--- src/rtl/fault_pkg.sv ---
// Shared types, default sizes and helpers for the stuck-at fault campaign sequencer.
package fault_pkg;

  typedef enum logic [2:0] {
    StIdle,
    StFetch,
    StApply,
    StCheck,
    StLog,
    StAdvance,
    StDone
  } fault_state_e;

  // Field width for a counter that must hold values 0..n-1 (never narrower than 1 bit).
  function automatic int unsigned fld_w(input int unsigned n);
    return (n <= 1) ? 1 : $clog2(n);
  endfunction

  // Coverage bitmap position of a node (1-based) and stuck value.
  function automatic int unsigned det_bit_idx(input int unsigned node, input logic stuck);
    return 2 * (node - 1) + 32'(stuck);
  endfunction

  localparam int unsigned DefNIn    = 5;
  localparam int unsigned DefNOut   = 2;
  localparam int unsigned DefNNodes = 16;
  localparam int unsigned DefNVec   = 16;
  localparam int unsigned DefSettle = 2;

  localparam int unsigned VecW  = fld_w(DefNVec);
  localparam int unsigned NodeW = fld_w(DefNNodes + 1);
  localparam int unsigned CntW  = fld_w(2 * DefNNodes + 1);

endpackage

--- src/rtl/fault_cov_map.sv ---
// Per-fault coverage bitmap with a running count of distinct detected faults.
module fault_cov_map import fault_pkg::*; #(
  parameter int unsigned N_NODES = DefNNodes,
  localparam int unsigned DW     = 2 * N_NODES,
  localparam int unsigned CW     = fld_w(2 * N_NODES + 1)
) (
  input  logic          clk_i,
  input  logic          rst_i,
  input  logic          clear_i,
  input  logic          set_i,
  input  logic [31:0]   idx_i,
  output logic [DW-1:0] detected_o,
  output logic [CW-1:0] det_cnt_o
);

  logic [DW-1:0] det_q, det_d, set_mask;
  logic [CW-1:0] cnt_q, cnt_d;
  logic          is_new;

  always_comb begin
    set_mask = DW'(1) << idx_i;
    is_new   = ~|(det_q & set_mask);
    det_d    = det_q;
    cnt_d    = cnt_q;
    if (clear_i) begin
      det_d = '0;
      cnt_d = '0;
    end else if (set_i) begin
      det_d = det_q | set_mask;
      // Repeat detections of an already-covered fault leave the count alone.
      if (is_new) cnt_d = cnt_q + CW'(1);
    end
  end

  always_ff @(posedge clk_i) begin
    if (rst_i) begin
      det_q <= '0;
      cnt_q <= '0;
    end else begin
      det_q <= det_d;
      cnt_q <= cnt_d;
    end
  end

  assign detected_o = det_q;
  assign det_cnt_o  = cnt_q;

endmodule

--- src/rtl/fault_campaign_ctrl.sv ---
// Stuck-at fault campaign sequencer: vector x node x stuck walk, compare, log, coverage.
// Optional FAULT_CAMPAIGN_DROP_EN skips combinations whose fault is already detected.
module fault_campaign_ctrl import fault_pkg::*; #(
  parameter int unsigned N_IN    = DefNIn,
  parameter int unsigned N_OUT   = DefNOut,
  parameter int unsigned N_NODES = DefNNodes,
  parameter int unsigned N_VEC   = DefNVec,
  parameter int unsigned SETTLE  = DefSettle,
  localparam int unsigned VW     = fld_w(N_VEC),
  localparam int unsigned NW     = fld_w(N_NODES + 1),
  localparam int unsigned DW     = 2 * N_NODES,
  localparam int unsigned CW     = fld_w(2 * N_NODES + 1),
  localparam int unsigned SW     = fld_w(SETTLE)
) (
  input  logic             clk_i,
  input  logic             rst_i,
  input  logic             start_i,
  output logic             busy_o,
  output logic             done_o,
  output logic [VW-1:0]    vec_addr_o,
  input  logic [N_IN-1:0]  vec_data_i,
  output logic [N_IN-1:0]  dut_in_o,
  output logic [NW-1:0]    fault_sel_o,
  output logic             fault_val_o,
  input  logic [N_OUT-1:0] dut_out_i,
  input  logic [N_OUT-1:0] gold_out_i,
  output logic             log_valid_o,
  input  logic             log_ready_i,
  output logic [VW-1:0]    log_vec_o,
  output logic [NW-1:0]    log_node_o,
  output logic             log_stuck_o,
  output logic [DW-1:0]    detected_o,
  output logic [CW-1:0]    det_cnt_o
);

  fault_state_e    state_q, state_d;
  logic [VW-1:0]   vec_q, vec_d, nxt_vec;
  logic [NW-1:0]   node_q, node_d, nxt_node;
  logic            stuck_q, stuck_d, nxt_stuck;
  logic [SW-1:0]   settle_q, settle_d;
  logic [N_IN-1:0] dut_in_q, dut_in_d;
  logic            wrap_vec, last_combo;
  logic            cov_clear, cov_set;
  logic [31:0]     cur_idx;
  logic            fault_phase;

  assign cur_idx = det_bit_idx(32'(node_q), stuck_q);

  fault_cov_map #(
    .N_NODES (N_NODES)
  ) u_cov_map (
    .clk_i      (clk_i),
    .rst_i      (rst_i),
    .clear_i    (cov_clear),
    .set_i      (cov_set),
    .idx_i      (cur_idx),
    .detected_o (detected_o),
    .det_cnt_o  (det_cnt_o)
  );

  // Successor of the current combination: stuck inner, node middle, vector outer.
  always_comb begin
    nxt_vec    = vec_q;
    nxt_node   = node_q;
    nxt_stuck  = ~stuck_q;
    wrap_vec   = 1'b0;
    last_combo = 1'b0;
    if (stuck_q) begin
      nxt_stuck = 1'b0;
      if (node_q == NW'(N_NODES)) begin
        nxt_node = NW'(1);
        wrap_vec = 1'b1;
        if (vec_q == VW'(N_VEC - 1)) last_combo = 1'b1;
        else nxt_vec = vec_q + VW'(1);
      end else begin
        nxt_node = node_q + NW'(1);
      end
    end
  end

`ifdef FAULT_CAMPAIGN_DROP_EN
  logic cur_hit, nxt_hit;
  assign cur_hit = |(detected_o & (DW'(1) << cur_idx));
  assign nxt_hit = |(detected_o & (DW'(1) << det_bit_idx(32'(nxt_node), nxt_stuck)));
`endif

  always_comb begin
    state_d   = state_q;
    vec_d     = vec_q;
    node_d    = node_q;
    stuck_d   = stuck_q;
    settle_d  = settle_q;
    dut_in_d  = dut_in_q;
    cov_clear = 1'b0;
    cov_set   = 1'b0;
    unique case (state_q)
      StIdle: begin
        if (start_i) begin
          state_d   = StFetch;
          vec_d     = '0;
          node_d    = NW'(1);
          stuck_d   = 1'b0;
          settle_d  = '0;
          cov_clear = 1'b1;
        end
      end
      StFetch: begin
        dut_in_d = vec_data_i;
        settle_d = '0;
`ifdef FAULT_CAMPAIGN_DROP_EN
        state_d  = cur_hit ? StAdvance : StApply;
`else
        state_d  = StApply;
`endif
      end
      StApply: begin
        if (settle_q == SW'(SETTLE - 1)) state_d = StCheck;
        else settle_d = settle_q + SW'(1);
      end
      StCheck: begin
        if (dut_out_i != gold_out_i) begin
          cov_set = 1'b1;
          state_d = StLog;
        end else begin
          state_d = StAdvance;
        end
      end
      StLog: begin
        if (log_ready_i) state_d = StAdvance;
      end
      StAdvance: begin
        settle_d = '0;
        if (last_combo) begin
          state_d = StDone;
        end else begin
          vec_d   = nxt_vec;
          node_d  = nxt_node;
          stuck_d = nxt_stuck;
          if (wrap_vec) begin
            state_d = StFetch;
          end else begin
`ifdef FAULT_CAMPAIGN_DROP_EN
            // A covered combination costs one ADVANCE cycle and is never applied.
            state_d = nxt_hit ? StAdvance : StApply;
`else
            state_d = StApply;
`endif
          end
        end
      end
      StDone: begin
        state_d = StIdle;
      end
      default: begin
        state_d = StIdle;
      end
    endcase
  end

  always_ff @(posedge clk_i) begin
    if (rst_i) begin
      state_q  <= StIdle;
      vec_q    <= '0;
      node_q   <= '0;
      stuck_q  <= 1'b0;
      settle_q <= '0;
      dut_in_q <= '0;
    end else begin
      state_q  <= state_d;
      vec_q    <= vec_d;
      node_q   <= node_d;
      stuck_q  <= stuck_d;
      settle_q <= settle_d;
      dut_in_q <= dut_in_d;
    end
  end

  assign fault_phase = (state_q == StApply) || (state_q == StCheck) || (state_q == StLog);

  assign busy_o      = (state_q != StIdle);
  assign done_o      = (state_q == StDone);
  assign vec_addr_o  = vec_q;
  assign dut_in_o    = dut_in_q;
  assign fault_sel_o = fault_phase ? node_q : '0;
  assign fault_val_o = fault_phase & stuck_q;
  assign log_valid_o = (state_q == StLog);
  assign log_vec_o   = log_valid_o ? vec_q : '0;
  assign log_node_o  = log_valid_o ? node_q : '0;
  assign log_stuck_o = log_valid_o & stuck_q;

endmodule

--- config.mk ---
export PLATFORM = sky130hd
export DESIGN_NAME = fault_campaign_ctrl
export DESIGN_NICKNAME = d
export VERILOG_FILES = /design/src/rtl/fault_pkg.sv /design/src/rtl/fault_cov_map.sv /design/src/rtl/fault_campaign_ctrl.sv
export SDC_FILE = /design/constraint.sdc
export NUM_CORES = 1
export LEC_CHECK = 0
export ABC_CLOCK_PERIOD_IN_PS = 9500
export BUFFER_PORTS_ARGS = -buffer_cell sky130_fd_sc_hd__buf_2
export CAP_MARGIN = 20
export CORE_ASPECT_RATIO = 0.75
export CORE_MARGIN = 3
export CORE_UTILIZATION = 57
export DETAILED_ROUTE_END_ITERATION = 16
export PLACE_DENSITY = 0.95
export SLEW_MARGIN = 20
export SYNTH_ARGS = -nofsm -noshare
export SYNTH_HDL_FRONTEND = slang
export SYNTH_HIERARCHICAL = 1
export SYNTH_SLANG_ARGS = --single-unit
--- constraint.sdc ---
create_clock -name clk_i -period 9.5 [get_ports clk_i]
set_clock_uncertainty 0.15 [all_clocks]
set_input_delay 0.95 -clock clk_i [delete_from_list [all_inputs] [get_ports clk_i]]
set_output_delay 0.95 -clock clk_i [all_outputs]
set_load 0.05 [all_outputs]
After elaboration in Yosys (flattened, before gate mapping)
Index checks and enable logic that the tools add are counted.

operators by class
  multiplexer cells = 36
  magnitude comparators = 0
  reductions and logical operators = 15
  equal/unequal tests = 16
  add/sub/neg operators = 6
  $mul = 0
  bitwise operators = 6
  divide/modulo/power cells = 0
  shift-type cells = 1

operators by type and width
  cell                                                                 count
  32-bit bitwise AND                                                   1
  32-bit OR                                                            1
  32-bit OR reduction                                                  1
  1-bit by 32-bit << shifter with 32-bit output, first input constant  1
  5-bit 2-to-1 mux                                                     6
  4-bit 2-to-1 mux                                                     6
  3-bit case mux with 6 select lines                                   1
  1-bit 2-to-1 mux                                                     14
  3-bit 2-to-1 mux                                                     4
  2-bit inequality test, second input constant                         6
  5-bit case mux with 2 select lines                                   1
  3-bit == test, second input constant                                 3
  7-bit by 2-bit adder with 8-bit output                               1
  4-bit case mux with 2 select lines                                   1
  6-bit by 1-bit adder with 6-bit output, second input constant        1
  3-bit by 2-bit == test with 1-bit output, second input constant      2
  3-bit AND reduction                                                  2
  6-bit AND reduction                                                  1
  3-bit nonzero test                                                   2
  5-bit by 1-bit subtractor with 6-bit output, second input constant   1
  5-bit by 1-bit adder with 5-bit output, second input constant        1
  5-bit == test, second input constant                                 1
  4-bit by 1-bit adder with 4-bit output, second input constant        1
  4-bit == test, second input constant                                 1
  15 further kinds                                                     20

storage, ports and cells
  RAM bits = 0
  output and inout bits = 66
  bits in latches = 0
  memory bits (read-only) = 0
  input bits = 13
  memories kept = 0
  register bits after elaboration = 57
  logic and storage cells = 88

Longest topological paths before layout
  word-level depth = 7
  gate-level depth with buffers = 12
  mapped depth without buffers = 11

Hierarchy
Netlist, hierarchy kept.

modules (own cells, without submodules)
  module               area each (sq um)  cells an instance  times used
  fault_cov_map        1840.5             216                1
  fault_campaign_ctrl  1263.7             161                1

Least setup slack after synthesis
OpenSTA, ideal clock, no wires.

  path kind = register -> output
  from = reg state_q[2]
  to = out fault_sel_o[2]
  arrival = 2951 ps
  stages on the path, launching flop included = 5
  slack = 5449 ps
  path through = dfxtp_1 inv_1 nor3_1 nor2_1 nor2b_1

on the way
  elaborated cells between the ends (all ways) = 6
  classes of those cells = 3 x eq/ne; 1 x mux; 2 x reduce/logical

RTL lines
  element                   RTL line                    source
  start: declaration        fault_campaign_ctrl.sv:36   fault_state_e state_q, state_d;
  start signal: assignment  fault_campaign_ctrl.sv:162  state_q <= StIdle;
  start signal: assignment  fault_campaign_ctrl.sv:169  state_q <= state_d;
  3-bit == test             -
  named net log_valid_o     fault_campaign_ctrl.sv:27   output logic log_valid_o,
  1-bit logical OR          fault_campaign_ctrl.sv:178  assign fault_phase = (state_q == StApply) || (state_q == StCheck) || (state_q == StLog);
  5-bit 2-to-1 mux          fault_campaign_ctrl.sv:184  assign fault_sel_o = fault_phase ? node_q : '0;
  end: declaration          fault_campaign_ctrl.sv:23   output logic [NW-1:0] fault_sel_o,

The timed path passes the listed nets, and every way through them passes these cells.

Worst setup path in the final report
  from = reg node_q[0]
  to = reg u_cov_map.cnt_q[5] (netlist: u_cov_map/det_cnt_o[5])

on the way
  word-level cells in the longest chain between the ends = 7

ends and longest elaborated chain
  element                                        RTL line                    source
  start: declaration                             fault_campaign_ctrl.sv:38   logic [NW-1:0] node_q, node_d, nxt_node;
  start signal: assignment                       fault_campaign_ctrl.sv:171  node_q <= node_d;
  5-bit by 1-bit subtractor with 6-bit output    fault_pkg.sv:21             return 2 * (node - 1) + 32'(stuck);
  7-bit by 2-bit adder with 8-bit output         fault_pkg.sv:21
  named net cur_idx[1]                           fault_campaign_ctrl.sv:44   logic [31:0] cur_idx;
  1-bit by 32-bit << shifter with 32-bit output  fault_cov_map.sv:21         set_mask = DW'(1) << idx_i;
  32-bit bitwise AND                             fault_cov_map.sv:22         is_new = ~|(det_q & set_mask);
  32-bit OR reduction                            fault_cov_map.sv:22
  1-bit NOT (no source line)                     -
  2-bit AND reduction (no source line)           -
  end signal: assignment                         fault_cov_map.sv:41         cnt_q <= cnt_d;
  end: declaration                               fault_cov_map.sv:17         logic [CW-1:0] cnt_q, cnt_d;

The timed path passes the listed nets, and every way through them passes these cells.
A chain may end at the register's enable or synchronous reset.

==> metrics.md <==
| Metric | Value |
|---|---|
| Die span in x | 91.2 µm |
| Register area share after synthesis | 0.368 |
| First-pass GRT wire length | 13300 µm |
| Top_reg_cell synth | dfxtp_1 |
| Layout Area Growth over Synthesis | 18.8% |
| Final net count | 463 |
| Number of global-route vias before repair | 2745 |
| Max clock buf depth | 2 |
| Vias/cell | 6.08 |
| Initial antenna violation count | 0 |
| R2R cell count | 10 |
| DR iter-0 viols | 408 |
| Hold Crit Class | flip-flop to flip-flop |
| Number of clock sinks | 57 |
| CP Max Fanout | 21 |
| Final Instance Area | 3690 µm² |
| Dpl hpwl | 5680 µm |
| PD cells | 221 nW/µm² |
| Synthesized flop and latch total | 57 |
| Post-CTS Hold Fix Bufs | 0 |
| Port bufs | 78 |
| Proportion of layout cells with a drive suffix above 1 | 0.249 |
| Synth area leaders | dfxtp_1, nor2_1, a21oi_1, mux2i_1, nor4_1 |
| Boundary Pins | 79 |
| Commonest cells post-synth | nor2_1, dfxtp_1, a21oi_1 |
| Inserted Diodes | 0 |
| Final Slew Violations | 0 |
| CORE AREA | 5060 µm² |
| Post-CTS setup buffers | 0 |
| Hold Path Depth | 2 |
| DRC | 0 |
| Area of the multi-input gates | 1820 µm² |
| CTS buffer count | 9 |
| Final wirelength | 8460 µm |
| Slowest stage delay, CP | 0.66 ns |
| Post-cts sizing count | 0 |
| GR Util All Layers | 0.260 |
| DRT Pass-1 Iters | 7 |
| Post-synthesis net count | 395 |
| Starting Density | 0.613 |
| Total grt overflow | 0 |
| Period utilisation layout | 0.392 |
| Register area | 1140 µm² |
| R2R Setup Slk | 5.78 ns |
| Syn. warnings | 6 |
| Post-synth cell types | 64 |
| Cell Chain, Critical Path | inv_1 > ha_1 > xor2_1 > nand2b_1 > o32ai_1 > a22oi_1 > o21ai_0 > o31ai_4 > a31oi_1 > a41o_1 |
| Worst hold slack | 0.341 ns |
| Max-Slew Margin vs Limit | 0.230 |
| DRT antenna net count | 0 |
| Vias | 3173 |
| Most numerous cell in the Yosys netlist | nor2_1 |
| Largest net degree at the start of global routing | 37 |
| Tmin final | 3.72 ns |
| Slew @ Worst Pin | 1.15 ns |
| Die Area | 6380 µm² |
| Fmax | 269 MHz |
| Fillers | 386 |
| Place WS | 6.03 ns |
| Max-cap violation count | 0 |
| CP required | 9.59 ns |
| Post-synth EDFFs | 0 |
| Clk_lat worst skew | 0.34 ns |
| Arr. time, crit path | 3.81 ns |
| CTS tree | yes |
| Leakage | 1.53 nW |
| Post-synth top area cell | dfxtp_1 |
| Setup ws final | 5.78 ns |
| Cell Area, Synth | 3100 µm² |
| Worst path slowest cell | xor2_1 |
| Critical Path End Type | flip-flop |
| RSZ-0062 raised after global routing | no |
| Hold Vio Cnt, Final | 0 |
| Status | finished clean |
| Crit Path Category | flip-flop to flip-flop |
| GP Congestion | 0.860 |
| # H-tree levels | 3 |
| Clock slew at reported path FFs | 0.07 ns |
| Post-Syn Instances | 377 |
| FFs w/ async S/R, synth | 0 |
| Synth top area share | 0.368 |
| Die H | 69.9 µm |
| DR WL/cell | 16.2 µm |
| Peak VDD IR | 0.000130 V |
| Mean Syn Cell Area | 8.23 µm² |
| # setup viols final | 0 |
| Rows | 22 |
| Total negative slack | 0 ns |
| Placed Area | 3470 µm² |
| Startpoint Class | flip-flop |
| Root buffer cell | clkbuf_8 |
==> logic make-up after synthesis <==
group	share of synthesized area
mux	0.0649
compound gates	0.179
buf+inv	0.0500
fa+ha+maj	0.0202
flops	0.368
xor+xnor	0.0169
simple gates	0.302
==> worst paths after layout <==
kind,from,end
worst max-delay path,node_q[0],u_cov_map/det_cnt_o[5]
worst min-delay path,dut_in_o[1],dut_in_o[1]
worst max register to register,node_q[0],u_cov_map/det_cnt_o[5]
worst min register to register,dut_in_o[1],dut_in_o[1]
==> power by group <==
part / switching, W / internal [W] / leakage (nW)
combinational: 0.000205 / 0.0000924 / 0.976
clock: 0.000103 / 0.000128 / 0.0949
sequential: 0.0000310 / 0.000255 / 0.461
total: 0.000338 / 0.000476 / 1.53
==> layer usage <==
metal | track usage | routed length (µm) | up-vias
met2 | 0.403 | 3880 | 194
met5 | 0 | 0 | -
met4 | 0.104 | 176 | 0
met3 | 0.0624 | 879 | 22
met1 | 0.350 | 3530 | 1448
li1 | - | - | 1509
==> metrics by stage <==
stage	power, W	utilization	cells
finish	0.000814	0.728	522
detailed placement	0.000575	0.686	506
CTS	0.000808	0.726	522
floorplan	0.000531	-	377
global placement	0.000569	0.686	506
global route	0.000852	0.728	522
==> worst max-delay path: cells and delay by family (launching register included) <==
family / cells / cell delay (ns)
simple gates: 1 / 0.32
fa+ha+maj: 1 / 0.31
flops: 1 / 0.38
xor+xnor: 1 / 0.66
compound gates: 6 / 1.32
buf+inv: 1 / 0.48
==> placed cells by master (no fill, tap or decap), types with 4 or more instances in the layout <==
cell type / instances
nand2_1: 14
and2_1: 8
nand3b_1: 5
inv_1: 6
nand3_1: 8
nand2b_1: 4
a31oi_1: 4
o21ai_0: 13
o21a_1: 4
ha_1: 5
or3_1: 8
nor3_1: 9
clkbuf_8: 10
nor2b_1: 7
dfxtp_1: 57
nor2_1: 63
xor2_1: 4
mux2i_1: 19
buf_2: 78
nand4_1: 9
nor4_1: 11
a21oi_1: 43
==> flip-flops by register name, summed over array words and instances (netlist names) <==
register	count
settle_q	1
stuck_q	1
vec_addr_o	4
u_cov_map/detected_o	32
dut_in_o	5
state_q	3
node_q	5
u_cov_map/det_cnt_o	6
==> final cells by class <==
type	count	share of cell area
clock buffers	10	0.0373
flip-flops and latches	57	0.309
inverters	6	0.00611
clock inverters	6	0.0180
repair buffers	80	0.110
well taps	72	0.0244
multi-input cells	291	0.495
(Power assumes the default switching activity.)
